--- src/rtl/free_list_pkg.sv ---
// Shared constants and types for the packet-memory free list.
package free_list_pkg;

  localparam int unsigned NUM_PORTS  = 4;
  localparam int unsigned ADDR_W     = 4;
  localparam int unsigned BLOCK_BITS = 512;
  localparam int unsigned NUM_BLOCKS = 2 ** ADDR_W;

  // Reference counter width for a switch with n ports: max(1, clog2(n)).
  function automatic int unsigned refcnt_width(input int unsigned n);
    int unsigned w;
    w = $clog2(n);
    return (w < 1) ? 1 : w;
  endfunction

  localparam int unsigned REFCNT_W = refcnt_width(NUM_PORTS);

  typedef enum logic {
    FL_INIT,
    FL_RUN
  } fl_state_t;

endpackage

--- src/rtl/free_list_if.sv ---
// Allocation/free request bundle and status between the arbiter and the free list.
interface free_list_if #(
  parameter int unsigned ADDR_W = free_list_pkg::ADDR_W
) ();

  logic              alloc_req_i;
  logic              alloc_gnt_o;
  logic [ADDR_W-1:0] alloc_block_idx_o;
  logic              free_req_i;
  logic [ADDR_W-1:0] free_block_idx_i;
  logic              flood_i;
  logic              ready_o;
  logic              empty_o;
  logic [ADDR_W:0]   free_count_o;
  logic              err_o;

  modport slave (
    input  alloc_req_i, free_req_i, free_block_idx_i, flood_i,
    output alloc_gnt_o, alloc_block_idx_o, ready_o, empty_o, free_count_o, err_o
  );

  modport master (
    output alloc_req_i, free_req_i, free_block_idx_i, flood_i,
    input  alloc_gnt_o, alloc_block_idx_o, ready_o, empty_o, free_count_o, err_o
  );

endinterface

--- src/rtl/free_list_fifo.sv ---
// Circular FIFO of block indices: one push and one pop per cycle, with occupancy count.
module fl_fifo #(
  parameter int unsigned ADDR_W = free_list_pkg::ADDR_W
) (
  input  logic              clk,
  input  logic              rst,
  input  logic              push_i,
  input  logic [ADDR_W-1:0] push_data_i,
  input  logic              pop_i,
  output logic [ADDR_W-1:0] rd_data_o,
  output logic [ADDR_W:0]   count_o
);

  localparam int unsigned DEPTH = 2 ** ADDR_W;

  logic [ADDR_W-1:0] mem_q [DEPTH];
  logic [ADDR_W-1:0] rd_ptr_q, rd_ptr_d;
  logic [ADDR_W-1:0] wr_ptr_q, wr_ptr_d;
  logic [ADDR_W:0]   count_q, count_d;

  always_comb begin
    rd_ptr_d = rd_ptr_q;
    wr_ptr_d = wr_ptr_q;
    count_d  = count_q;
    if (push_i) wr_ptr_d = wr_ptr_q + 1'b1;
    if (pop_i)  rd_ptr_d = rd_ptr_q + 1'b1;
    case ({push_i, pop_i})
      2'b10:   count_d = count_q + 1'b1;
      2'b01:   count_d = count_q - 1'b1;
      default: count_d = count_q;
    endcase
  end

  always_ff @(posedge clk or posedge rst) begin
    if (rst) begin
      rd_ptr_q <= '0;
      wr_ptr_q <= '0;
      count_q  <= '0;
    end else begin
      rd_ptr_q <= rd_ptr_d;
      wr_ptr_q <= wr_ptr_d;
      count_q  <= count_d;
    end
  end

  // Storage needs no reset: the INIT sweep rewrites every entry.
  always_ff @(posedge clk) begin
    if (push_i) mem_q[wr_ptr_q] <= push_data_i;
  end

  assign rd_data_o = mem_q[rd_ptr_q];
  assign count_o   = count_q;

endmodule

--- src/rtl/free_list.sv ---
// Shared packet-memory free list: FIFO of free block indices plus per-block flood refcounts.
module free_list
  import free_list_pkg::*;
#(
  parameter int unsigned N      = NUM_PORTS,
  parameter int unsigned ADDR_W = free_list_pkg::ADDR_W
) (
  input  logic        clk,
  input  logic        rst,
  free_list_if.slave  fl
);

  localparam int unsigned NB   = 2 ** ADDR_W;
  localparam int unsigned RC_W = refcnt_width(N);
  localparam bit          SINGLE_READER = (N == 2);
  localparam logic [RC_W-1:0] FLOOD_INIT = RC_W'(N - 2);
  localparam logic [ADDR_W-1:0] LAST_IDX = ADDR_W'(NB - 1);
  localparam logic [ADDR_W:0]   FULL_CNT = (ADDR_W + 1)'(NB);

  fl_state_t         state_q, state_d;
  logic [ADDR_W-1:0] init_cnt_q, init_cnt_d;
  logic              gnt_q, gnt_d;
  logic [ADDR_W-1:0] idx_q, idx_d;
  logic              err_q, err_d;
  logic [RC_W-1:0]   refcnt_q [NB];
  logic [RC_W-1:0]   refcnt_d [NB];

  logic              fifo_push;
  logic [ADDR_W-1:0] fifo_push_data;
  logic              fifo_pop;
  logic [ADDR_W-1:0] fifo_rd_data;
  logic [ADDR_W:0]   fifo_count;
  logic              ret;
  logic [ADDR_W-1:0] b;

  fl_fifo #(.ADDR_W(ADDR_W)) u_fifo (
    .clk         (clk),
    .rst         (rst),
    .push_i      (fifo_push),
    .push_data_i (fifo_push_data),
    .pop_i       (fifo_pop),
    .rd_data_o   (fifo_rd_data),
    .count_o     (fifo_count)
  );

  always_comb begin
    state_d        = state_q;
    init_cnt_d     = init_cnt_q;
    gnt_d          = 1'b0;
    idx_d          = idx_q;
    err_d          = err_q;
    refcnt_d       = refcnt_q;
    fifo_push      = 1'b0;
    fifo_push_data = fl.free_block_idx_i;
    fifo_pop       = 1'b0;
    ret            = 1'b0;
    b              = fl.free_block_idx_i;

    case (state_q)
      FL_INIT: begin
        fifo_push           = 1'b1;
        fifo_push_data      = init_cnt_q;
        refcnt_d[init_cnt_q] = '0;
        init_cnt_d          = init_cnt_q + 1'b1;
        if (init_cnt_q == LAST_IDX) state_d = FL_RUN;
        if (fl.alloc_req_i) err_d = 1'b1;
      end

      FL_RUN: begin
        if (fl.alloc_req_i && (fifo_count != '0)) begin
          fifo_pop = 1'b1;
          gnt_d    = 1'b1;
          idx_d    = fifo_rd_data;
        end

        if (fl.free_req_i) begin
          if (!fl.flood_i) begin
            ret = 1'b1;
          end else if (refcnt_q[b] == '0) begin
            // First release of a flooded block arms the count for the remaining readers.
            if (SINGLE_READER) ret = 1'b1;
            else               refcnt_d[b] = FLOOD_INIT;
          end else begin
            refcnt_d[b] = refcnt_q[b] - 1'b1;
            if (refcnt_q[b] == RC_W'(1)) ret = 1'b1;
          end
        end

        if (ret) begin
          if (fifo_count == FULL_CNT) err_d = 1'b1;
          else                        fifo_push = 1'b1;
        end
      end

      default: state_d = FL_INIT;
    endcase
  end

  always_ff @(posedge clk or posedge rst) begin
    if (rst) begin
      state_q    <= FL_INIT;
      init_cnt_q <= '0;
      gnt_q      <= 1'b0;
      idx_q      <= '0;
      err_q      <= 1'b0;
      for (int unsigned i = 0; i < NB; i++) refcnt_q[i] <= '0;
    end else begin
      state_q    <= state_d;
      init_cnt_q <= init_cnt_d;
      gnt_q      <= gnt_d;
      idx_q      <= idx_d;
      err_q      <= err_d;
      refcnt_q   <= refcnt_d;
    end
  end

  assign fl.alloc_gnt_o       = gnt_q;
  assign fl.alloc_block_idx_o = idx_q;
  assign fl.ready_o           = (state_q == FL_RUN);
  assign fl.free_count_o      = fifo_count;
  assign fl.empty_o           = (fifo_count == '0);
  assign fl.err_o             = err_q;

endmodule

--- src/flat_wrapper.sv ---
// flat-port wrapper written by rule: the top's interface ports become plain ports
module free_list_flat import free_list_pkg::*;
#(
  parameter int unsigned N      = NUM_PORTS,
  parameter int unsigned ADDR_W = free_list_pkg::ADDR_W
)
  (clk, rst, fl_alloc_req_i, fl_free_req_i, fl_free_block_idx_i, fl_flood_i, fl_alloc_gnt_o, fl_alloc_block_idx_o, fl_ready_o, fl_empty_o, fl_free_count_o, fl_err_o);
  free_list_if #(.ADDR_W(ADDR_W)) fl_i ();
  input  logic clk;
  input  logic rst;
  input wire logic [$bits(fl_i.alloc_req_i)-1:0] fl_alloc_req_i;
  input wire logic [$bits(fl_i.free_req_i)-1:0] fl_free_req_i;
  input wire logic [$bits(fl_i.free_block_idx_i)-1:0] fl_free_block_idx_i;
  input wire logic [$bits(fl_i.flood_i)-1:0] fl_flood_i;
  output wire logic [$bits(fl_i.alloc_gnt_o)-1:0] fl_alloc_gnt_o;
  output wire logic [$bits(fl_i.alloc_block_idx_o)-1:0] fl_alloc_block_idx_o;
  output wire logic [$bits(fl_i.ready_o)-1:0] fl_ready_o;
  output wire logic [$bits(fl_i.empty_o)-1:0] fl_empty_o;
  output wire logic [$bits(fl_i.free_count_o)-1:0] fl_free_count_o;
  output wire logic [$bits(fl_i.err_o)-1:0] fl_err_o;
  assign fl_i.alloc_req_i = fl_alloc_req_i;
  assign fl_i.free_req_i = fl_free_req_i;
  assign fl_i.free_block_idx_i = fl_free_block_idx_i;
  assign fl_i.flood_i = fl_flood_i;
  assign fl_alloc_gnt_o = fl_i.alloc_gnt_o;
  assign fl_alloc_block_idx_o = fl_i.alloc_block_idx_o;
  assign fl_ready_o = fl_i.ready_o;
  assign fl_empty_o = fl_i.empty_o;
  assign fl_free_count_o = fl_i.free_count_o;
  assign fl_err_o = fl_i.err_o;
  free_list #(.N(N), .ADDR_W(ADDR_W)) u_core (.clk(clk), .rst(rst), .fl(fl_i));
endmodule
--- config.mk ---
export PLATFORM = sky130hd
export DESIGN_NAME = free_list_flat
export DESIGN_NICKNAME = d
export VERILOG_FILES = /design/src/rtl/free_list_pkg.sv /design/src/rtl/free_list_if.sv /design/src/rtl/free_list_fifo.sv /design/src/rtl/free_list.sv /design/src/flat_wrapper.sv
export SDC_FILE = /design/constraint.sdc
export NUM_CORES = 1
export LEC_CHECK = 0
export BUFFER_PORTS_ARGS = -buffer_cell sky130_fd_sc_hd__buf_4
export CAP_MARGIN = 10
export CORE_MARGIN = 4
export CORE_UTILIZATION = 40
export DETAILED_ROUTE_END_ITERATION = 10
export PLACE_DENSITY = 0.61
export REMOVE_ABC_BUFFERS = 1
export SLEW_MARGIN = 5
export SYNTH_ARGS = -nofsm -noshare
export SYNTH_HDL_FRONTEND = slang
export SYNTH_HIERARCHICAL = 1
export SYNTH_SLANG_ARGS = --single-unit
--- constraint.sdc ---
create_clock -name clk -period 6.05 [get_ports clk]
set_input_delay 0.605 -clock clk [delete_from_list [all_inputs] [get_ports clk]]
set_output_delay 0.605 -clock clk [all_outputs]
set_load 0.005 [all_outputs]
==> flow_metrics.py, run 1 <==
metrics = {
    "status": {
        "status": "completed",
    },
    "floorplanning": {
        "floorplan.initialDensity": 0.4111,
        "chipWidth_um": 130.5,
        "fp.dieArea_mm2": 0.01702,
        "core_mm2": 0.01459,
        "die_h_um": 130.5,
        "io_pins": 22,
        "num_rows": 44,
    },
    "timing": {
        "slew_violations": 0,
        "tns_ps": 0,
        "layout_setup_ws_ps": 1657,
        "setup_viol": 0,
        "min_period_ps": 4393,
        "rsz0062_at_grt": "false",
        "worstMarginPinSlew_ps": 1084,
        "max-slew-margin-rel": 0.2776,
        "hold_viol_final": 0,
        "fin_skew_ps": 7.508,
        "whs_ps": 245.7,
        "fmax_mhz": 227.6,
        "fin_crit_sh": 0.7261,
    },
    "cells_and_area": {
        "drive_above_1_share": 0.1921,
        "fin_cells": 668,
        "postLayoutCellArea_mm2": 0.006829,
        "final_util": 0.4681,
        "num-fill-cells": 1258,
        "n_antenna_cell": 0,
        "syn2layout_area_growth_pct": 13.85,
        "nets": 495,
    },
    "power_and_ir_drop": {
        "leakage_nw": 2.589,
        "swShare": 0.2789,
        "vdd_drop_max_v": 0.0001798,
        "total_power_mw": 2.839,
        "p_clk_frac": 0.369,
        "seq_power_share": 0.408,
        "p_int_mw": 2.047,
        "p_per_area_mw_per_mm2": 415.7,
        "p_comb_frac": 0.223,
        "p_switching_mw": 0.7918,
    },
    "yosys": {
        "ys.flop_type": "edfxtp_1",
        "synth_edf_count": 64,
        "async_flop_share": 0.4667,
        "synth_most_common_cell": "edfxtp_1",
        "synth-seq-cells": 120,
        "netlist_area_mm2": 0.005998,
        "synth_commonest_cells": "edfxtp_1, dfrtp_1, nand2_1",
        "yosysSeqAreaShare": 0.5540,
        "synth.avg_cell_area_um2": 13.15,
        "synth_top_cell_by_area": "edfxtp_1",
        "synth.top_cell.area_share": 0.3204,
        "synth_cells": 456,
        "yosys-top-cells-area": "edfxtp_1, dfrtp_1, mux4_2",
        "yosys_warnings": 6,
        "synth_cell_types": 64,
    },
    "grt": {
        "track_usage": 0.1599,
        "grt_pass1_vias": 3949,
        "grt_max_degree": 44,
        "grt_pass1_wl_um": 20750,
        "grt_overflow": 0,
        "grt_antenna_before_repair": 0,
    },
    "clocking": {
        "cts_made_buffers": 17,
        "clock_latency_ps": 410,
        "ctsHoldBuffers": 0,
        "path_clk_slew_ps": 50,
        "cts_buffer_depth": 2,
        "cts.sinks": 120,
        "htree_levels": 4,
        "cts_resized": 0,
        "root_buffer": "clkbuf_16",
        "postCtsSetupBuffers": 0,
        "cts_tree": "built",
    },
    "route": {
        "dr.pass1.iters": 5,
        "detail-route-antenna-nets": 0,
        "vias": 3869,
        "drt_iter0_drc": 249,
        "drt-vias-per-instance": 5.792,
        "routed_wl_um": 12580,
        "drc": 0,
        "post_drt_wl_per_cell_um": 18.83,
    },
    "run": {
        "cap_violations": 0,
    },
    "worst_setup_path": {
        "r2r_end": "u_core/u_fifo/count_o[4]$_DFFE_PP0P_",
        "crit_type": "in2reg",
        "regToRegStartpoint": "u_core/refcnt_q[30]$_DFFE_PP0P_",
        "worst-r2r-cell-count": 15,
        "critPathRequiredTime_ps": 6330,
        "cp_max_fo": 30,
        "end_kind": "register",
        "critPathLaunchType": "input port",
        "r2r_slack_ps": 1830,
        "worstPathArrival_ps": 4670,
    },
    "place": {
        "io_buffers": 21,
        "place_area_mm2": 0.006211,
        "hpwl_um": 8305,
        "dpl_worst_slack_ps": 1280,
        "gp_congestion": 0.8398,
        "dp.cells": 636,
    },
    "worst_hold_path": {
        "worstHoldPathType": "in2async",
    },
}
-- metal layers --
metal | GRT usage | routed length [um] | vias up
li1 | - | - | 1768
met1 | 0.2174 | 5887 | 1971
met2 | 0.2480 | 5915 | 112
met3 | 0.03821 | 602 | 18
met4 | 0.06655 | 176 | 0
met5 | 0 | 0 | -
-- flip-flops by register name (all words and copies together) (netlist names) --
register / count
u_core/fl.alloc_block_idx_o: 4
u_core/fl.alloc_gnt_o: 1
u_core/fl.err_o: 1
u_core/fl.ready_o: 1
u_core/init_cnt_q: 4
u_core/refcnt_q: 32
u_core/u_fifo/count_o: 5
u_core/u_fifo/mem_q: 64
u_core/u_fifo/rd_ptr_q: 4
u_core/u_fifo/wr_ptr_q: 4
-- area by class of cell --
cell class	count	area, um2	share of cell area
clock buffer	23	467.9	0.06852
clock inverter	9	150.1	0.02199
inverter	18	67.56	0.009894
multi-input combinational	289	2402	0.3518
sequential	120	3323	0.4866
tap	184	230.2	0.03371
timing repair buffer	25	187.7	0.02748
-- how the worst max path moves through the flow --
stage                     slack, ps                    from                              endpoint
after floorplan                2130  fl_free_block_idx_i[1]  u_core/u_fifo/count_o[4]$_DFFE_PP0P_
after global placement         1390  fl_free_block_idx_i[1]  u_core/u_fifo/count_o[4]$_DFFE_PP0P_
after detailed placement       1280  fl_free_block_idx_i[1]  u_core/u_fifo/count_o[4]$_DFFE_PP0P_
after CTS                      1700  fl_free_block_idx_i[1]  u_core/u_fifo/count_o[4]$_DFFE_PP0P_
after global routing           1230  fl_free_block_idx_i[1]  u_core/u_fifo/count_o[4]$_DFFE_PP0P_
final                          1660  fl_free_block_idx_i[1]  u_core/u_fifo/count_o[4]$_DFFE_PP0P_
-- power by group through the flow --
stage          Sequential [mW]  Clock [mW]  Combinational [mW]
2_1_floorplan             1.13           0               0.449
3_3_place_gp              1.17           0               0.621
3_5_place_dp              1.17           0               0.634
4_1_cts                   1.16        1.07               0.639
5_1_grt                   1.18        1.11               0.705
6_report                  1.16        1.05               0.633
-- cell usage in the layout (no fill, tap or decap), drive strengths merged, types with 6 or more instances in the layout --
cell    netlist  final
a21oi         6      6
and2         17     17
buf          13     25
clkbuf       15     23
dfrtp        56     56
edfxtp       64     64
ha           15     15
inv          18     18
mux2         16     16
mux4         21     21
nand2        37     37
nand3        21     21
nor2          8      8
nor3b         6      6
o211ai        6      6
o21a          6      6
o21ai        32     32
o22ai         6      6
xnor2         8      8
xor2          7      7
-- kinds of logic (layout without fill, tap and decap cells) --
| family | Yosys count | count (layout) | share of synthesized area |
|---|---|---|---|
| AO/OA/AOI/OAI | 91 | 91 | 0.1020 |
| XOR/XNOR | 15 | 15 | 0.02190 |
| adder cells (fa/ha/maj) | 15 | 15 | 0.03129 |
| buffers and inverters | 47 | 75 | 0.04547 |
| flip-flops | 120 | 120 | 0.5540 |
| multiplexers | 40 | 40 | 0.1183 |
| AND/OR/NAND/NOR | 128 | 128 | 0.1270 |
-- worst max-delay path: stages --
cell      delay, ps
buf_4           300
mux2_2          390
mux4_2          520
mux2_1          320
ha_1            190
o21ai_0         300
o21ai_0         410
inv_1           230
ha_1            380
xor2_1          180
ha_1            210
o21ai_0         100
a221oi_1        240
o21ai_0         140
xor2_1          160
No activity file was read; power rests on OpenSTA's default activity.
==> run 2, diff against run 1 <==
--- a/config.mk
+++ b/config.mk
@@ -10,7 +10,7 @@
 export CORE_MARGIN = 4
 export CORE_UTILIZATION = 40
 export DETAILED_ROUTE_END_ITERATION = 10
-export PLACE_DENSITY = 0.61
+export PLACE_DENSITY = 0.63
 export REMOVE_ABC_BUFFERS = 1
 export SLEW_MARGIN = 5
 export SYNTH_ARGS = -nofsm -noshare
==> constraint.sdc (replaced) <==
create_clock -name clk -period 3.6 [get_ports clk]
set_input_delay 0.36 -clock clk [delete_from_list [all_inputs] [get_ports clk]]
set_output_delay 0.36 -clock clk [all_outputs]
set_load 0.005 [all_outputs]
==> flow_metrics.py, run 2 (synthesis results as in run 1) <==
metrics = {
    "status": {
        "status": "completed",
    },
    "timing": {
        "layout_setup_ws_ps": 213.7,
        "hold_viol_final": 0,
        "max-slew-margin-rel": 0.3294,
        "fin_skew_ps": 8.291,
        "worstMarginPinSlew_ps": 1004,
        "min_period_ps": 3386,
        "fmax_mhz": 295.3,
        "slew_violations": 0,
        "fin_crit_sh": 0.9406,
        "setup_viol": 0,
    },
    "worst_setup_path": {
        "r2r_end": "u_core/u_fifo/count_o[4]$_DFFE_PP0P_",
        "worst-r2r-cell-count": 14,
        "critPathRequiredTime_ps": 3890,
        "cp_max_fo": 3,
        "critPathLaunchType": "register",
        "crit_end": "u_core/u_fifo/count_o[4]$_DFFE_PP0P_",
        "crit_type": "reg2reg",
        "worstPathArrival_ps": 3680,
        "cp-startpoint": "u_core/refcnt_q[18]$_DFFE_PP0P_",
        "end_kind": "register",
        "regToRegStartpoint": "u_core/refcnt_q[18]$_DFFE_PP0P_",
        "r2r_slack_ps": 210,
    },
    "floorplanning": {
        "io_pins": 22,
        "fp.dieArea_mm2": 0.01702,
        "floorplan.initialDensity": 0.4111,
        "die_h_um": 130.5,
        "chipWidth_um": 130.5,
        "num_rows": 44,
        "core_mm2": 0.01459,
    },
    "clocking": {
        "cts_made_buffers": 17,
        "cts_tree": "built",
        "cts.sinks": 120,
        "path_clk_slew_ps": 60,
        "clock_latency_ps": 410,
        "cts_buffer_depth": 2,
        "htree_levels": 4,
        "root_buffer": "clkbuf_16",
    },
    "cells_and_area": {
        "syn2layout_area_growth_pct": 17.40,
        "multi_input_area_mm2": 0.002417,
        "most-common-layout-cells": "edfxtp_1, dfrtp_1, buf_4, nand2_1, o21ai_0",
        "seq_area_mm2": 0.003323,
        "drive_above_1_share": 0.2549,
        "nets": 525,
        "n_antenna_cell": 0,
        "mostFrequentLayoutCell": "edfxtp_1",
        "largest_register": "u_core/u_fifo/mem_q",
        "largest_reg_flops": 64,
        "num-fill-cells": 1266,
        "postLayoutCellArea_mm2": 0.007042,
    },
    "grt": {
        "grt_pass1_wl_um": 21300,
        "grt_antenna_before_repair": 0,
        "grt_pass1_vias": 4027,
        "grt_overflow": 0,
        "track_usage": 0.1641,
        "grt_max_degree": 44,
    },
    "route": {
        "drt_iter0_drc": 261,
        "routed_wl_um": 13180,
        "dr.pass1.iters": 5,
        "vias": 4005,
        "drc": 0,
        "detail-route-antenna-nets": 0,
        "drt-vias-per-instance": 5.738,
        "post_drt_wl_per_cell_um": 18.89,
    },
    "place": {
        "dpl_worst_slack_ps": -271.3,
        "place_area_mm2": 0.006426,
        "io_buffers": 21,
        "hpwl_um": 9063,
        "gp_congestion": 0.8931,
    },
    "power_and_ir_drop": {
        "vdd_drop_max_v": 0.0004000,
        "leakage_nw": 2.719,
        "p_per_area_mw_per_mm2": 674.6,
        "total_power_mw": 4.750,
    },
    "run": {
        "cap_violations": 0,
    },
    "worst_hold_path": {
        "worstHoldPathType": "in2reg",
    },
}
==> run 2: cell count changes in the layout (fill, tap and decap cells not counted), moves of 3 or more <==
cell / before / now
buf_4: 25 / 53
clkbuf_1: 4 / 0
ha_1: 15 / 12
ha_2: 0 / 3
inv_6: 0 / 4
o21ai_0: 29 / 26
==> run 2: routing by layer <==
| layer | GRT usage | up-vias | wire (um) |
|---|---|---|---|
| met1 | 0.2156 | 2030 | 5783 |
| met2 | 0.2592 | 128 | 6324 |
| met5 | 0 | - | 0 |
| met3 | 0.04878 | 20 | 850 |
| li1 | - | 1827 | - |
| met4 | 0.06231 | 0 | 225 |
==> run 2: worst min path at each step <==
stage                                                        to  cells past startpoint  slack, ps      startpoint
after floorplan            u_core/u_fifo/count_o[0]$_DFFE_PP0P_                      1        240             rst
after global placement    u_core/u_fifo/rd_ptr_q[2]$_DFFE_PP0P_                      2        430             rst
after detailed placement  u_core/u_fifo/rd_ptr_q[3]$_DFFE_PP0P_                      2        430             rst
after CTS                           u_core/fl.err_o$_DFFE_PP0P_                      2        190  fl_alloc_req_i
after global routing                u_core/fl.err_o$_DFFE_PP0P_                      2        190  fl_alloc_req_i
final                               u_core/fl.err_o$_DFFE_PP0P_                      2        200  fl_alloc_req_i
==> run 2: metrics by stage <==
step	TNS (ps)	hold WS (ps)	std cells	utilization
after floorplan	-79.47	237.0	427	-
after global placement	-215.7	428.4	663	0.4405
after detailed placement	-351.5	434.5	663	0.4405
after CTS	0	189.1	696	0.4806
after global routing	-4.209	194.3	698	0.4827
final	0	202.7	698	0.4827
==> run 2: layout make-up <==
class	count	area share
Sequential cell	120	0.4719
Multi-Input combinational cell	289	0.3433
Clock inverter	15	0.02132
Clock buffer	17	0.06041
Tap cell	184	0.03269
Timing Repair Buffer	55	0.06077
Inverter	18	0.009595
==> run 2: power by group <==
part           switching [mW]  internal, mW  total (mW)
clock network           0.606          1.02        1.62
registers               0.266          1.67        1.94
logic                   0.534         0.655        1.19
==> run 2: what timing repair did <==
action | 4_1_cts | 5_1_grt
pin swaps | 0 | 2
setup endpoints to repair | 1 | 2
setup buffers | 0 | 3
cloned | 0 | 0
resized for setup | 1 | 7
hold buffers | 1 | 0
hold endpoints to repair | 13 | 0
==> run 2: critical path: stages, from the launching register on <==
cell,delay (ps)
dfrtp_1,390
mux2_1,300
mux4_2,470
mux2_4,270
ha_2,190
o21ai_2,160
o21ai_1,110
inv_1,110
ha_2,210
xor2_1,200
ha_2,230
o21ai_0,80
a221oi_1,280
o21ai_1,130
xor2_1,150
==> run 3, diff against run 2 <==
--- a/config.mk
+++ b/config.mk
@@ -9,6 +9,7 @@
 export CAP_MARGIN = 10
 export CORE_MARGIN = 4
 export CORE_UTILIZATION = 40
+export CTS_BUF_LIST = sky130_fd_sc_hd__clkbuf_4
 export DETAILED_ROUTE_END_ITERATION = 10
 export PLACE_DENSITY = 0.63
 export REMOVE_ABC_BUFFERS = 1
==> flow_metrics.py, run 3 (synthesis results as in run 1) <==
metrics = {
    "worst_setup_path": {
        "critPathRequiredTime_ps": 4020,
        "crit_type": "reg2reg",
        "cp_max_fo": 3,
        "slowest_delay_ps": 490,
        "cp_slowest_cell": "mux4_2",
        "cpMostUsedCell": "ha_2",
        "worstPathArrival_ps": 3810,
        "crit_chain": "mux2_4, mux4_2, mux2_4, ha_2, o21ai_4, o21ai_1, inv_1, ha_2, xor2_1, ha_2, o21ai_0, a221oi_1, o21ai_1, xor2_1",
        "regToRegStartpoint": "u_core/refcnt_q[0]$_DFFE_PP0P_",
        "critPathLaunchType": "register",
        "end_kind": "register",
        "cp-startpoint": "u_core/refcnt_q[0]$_DFFE_PP0P_",
    },
    "timing": {
        "rsz0062_at_grt": "false",
        "fin_skew_ps": 19.09,
        "min_period_ps": 3387,
        "worstMarginPinSlew_ps": 1002,
        "max-slew-margin-rel": 0.3309,
        "fin_crit_sh": 0.9409,
        "tns_ps": 0,
        "hold_viol_final": 0,
        "fmax_mhz": 295.2,
        "slew_violations": 0,
        "setup_viol": 0,
    },
    "clocking": {
        "cts_buffer_depth": 2,
        "root_buffer": "clkbuf_4",
        "cts.sinks": 120,
        "path_clk_slew_ps": 110,
        "htree_levels": 4,
        "clock_latency_ps": 530,
        "cts_made_buffers": 17,
        "cts_tree": "built",
    },
    "floorplanning": {
        "chipWidth_um": 130.5,
        "core_mm2": 0.01459,
        "io_pins": 22,
        "fp.dieArea_mm2": 0.01702,
        "die_h_um": 130.5,
        "floorplan.initialDensity": 0.4111,
        "num_rows": 44,
    },
    "grt": {
        "grt_pass1_vias": 4076,
        "grt_use_met1": 0.2115,
        "track_usage": 0.1637,
        "grt_max_degree": 44,
        "top_usage_layer": "met2",
        "grt_antenna_before_repair": 1,
        "gr-usage-met3": 0.05081,
        "grt_pass1_wl_um": 21250,
        "grt_overflow": 0,
        "use_met2": 0.2589,
    },
    "route": {
        "drc": 0,
        "dr.pass1.iters": 5,
        "post_drt_wl_per_cell_um": 18.72,
        "drt_iter0_drc": 255,
        "drt-vias-per-instance": 5.732,
        "detail-route-antenna-nets": 0,
        "routed_wl_um": 13090,
        "vias": 4007,
    },
    "place": {
        "gp_congestion": 0.8931,
        "hpwl_um": 9063,
        "place_area_mm2": 0.006426,
        "io_buffers": 21,
    },
    "cells_and_area": {
        "seq_area_mm2": 0.003323,
        "syn2layout_area_growth_pct": 12.60,
        "postLayoutCellArea_mm2": 0.006754,
        "num-fill-cells": 1311,
        "most-common-layout-cells": "edfxtp_1, dfrtp_1, buf_4, nand2_1, o21ai_0",
        "largest_register": "u_core/u_fifo/mem_q",
        "final_util": 0.4630,
        "nets": 525,
        "drive_above_1_share": 0.2549,
        "largest_reg_flops": 64,
        "mostFrequentLayoutCell": "edfxtp_1",
        "multi_input_area_mm2": 0.002425,
    },
    "worst_hold_path": {
        "worstHoldPathType": "in2reg",
        "min-delay-start": "fl_alloc_req_i",
    },
    "power_and_ir_drop": {
        "p_per_area_mw_per_mm2": 600.7,
        "leakage_nw": 2.589,
        "vdd_drop_max_v": 0.0003826,
    },
    "run": {
        "cap_violations": 0,
    },
    "status": {
        "status": "completed",
    },
}
run 3: worst max-delay path: cells and delay by family, from the launching register on:
family                   cells  cell delay (ps)
AO/OA/AOI/OAI                5              750
multiplexers                 3             1030
buffers and inverters        1              110
adder cells (fa/ha/maj)      3              640
flip-flops                   1              420
XOR/XNOR                     2              340
run 3: power breakdown:
group          switching (mW)  leakage [nW]  internal, mW
logic                   0.536          1.16         0.657
clock network           0.516         0.146         0.413
registers               0.268          1.28          1.67
total                    1.32          2.59          2.74
run 3: final cells by class:
cell class              count  share of cell area
flip-flops and latches    120              0.4920
multi-input cells         289              0.3590
repair buffers             55             0.06336
well taps                 184             0.03409
clock inverters            15             0.02223
clock buffers              17             0.01890
inverters                  18             0.01000
diodes                      1           0.0003705
run 3: metal layers:
metal  vias up  wire length (um)
met3        22               770
li1       1828                 -
met4         0               252
met2       119              6216
met5         -                 0
met1      2038              5846
run 3: per-stage QoR:
stage                     hold WS, ps  instances  total power [mW]  setup slack [ps]
after global routing            27.75        699             4.309             2.968
after detailed placement        434.5        663             3.128            -271.3
after global placement          428.4        663             3.088            -188.8
after CTS                       29.90        696             4.071             11.15
after floorplan                 237.0        427             2.647            -79.47
final                           79.30        699             4.057             212.7
run 3: worst paths after layout:
kind / endpoint / slack, ps / depth (start not counted)
setup / recovery: u_core/u_fifo/count_o[4]$_DFFE_PP0P_ / 210 / 14
min in group asynchronous: u_core/u_fifo/wr_ptr_q[1]$_DFFE_PP0P_ / 430 / 3
hold reg to reg: u_core/fl.alloc_block_idx_o[0]$_DFFE_PP0P_ / 510 / 1
setup reg to reg: u_core/u_fifo/count_o[4]$_DFFE_PP0P_ / 210 / 14
max in group asynchronous: u_core/refcnt_q[12]$_DFFE_PP0P_ / 2330 / 3
hold / removal: u_core/fl.err_o$_DFFE_PP0P_ / 80 / 2
run 3: repair_timing:
action	4_1_cts	5_1_grt
endpoints found under the hold margin	13	0
setup buffers	0	3
endpoints found under the setup margin	1	2
pin swaps	0	2
hold buffers	1	0
gates resized for setup	1	8
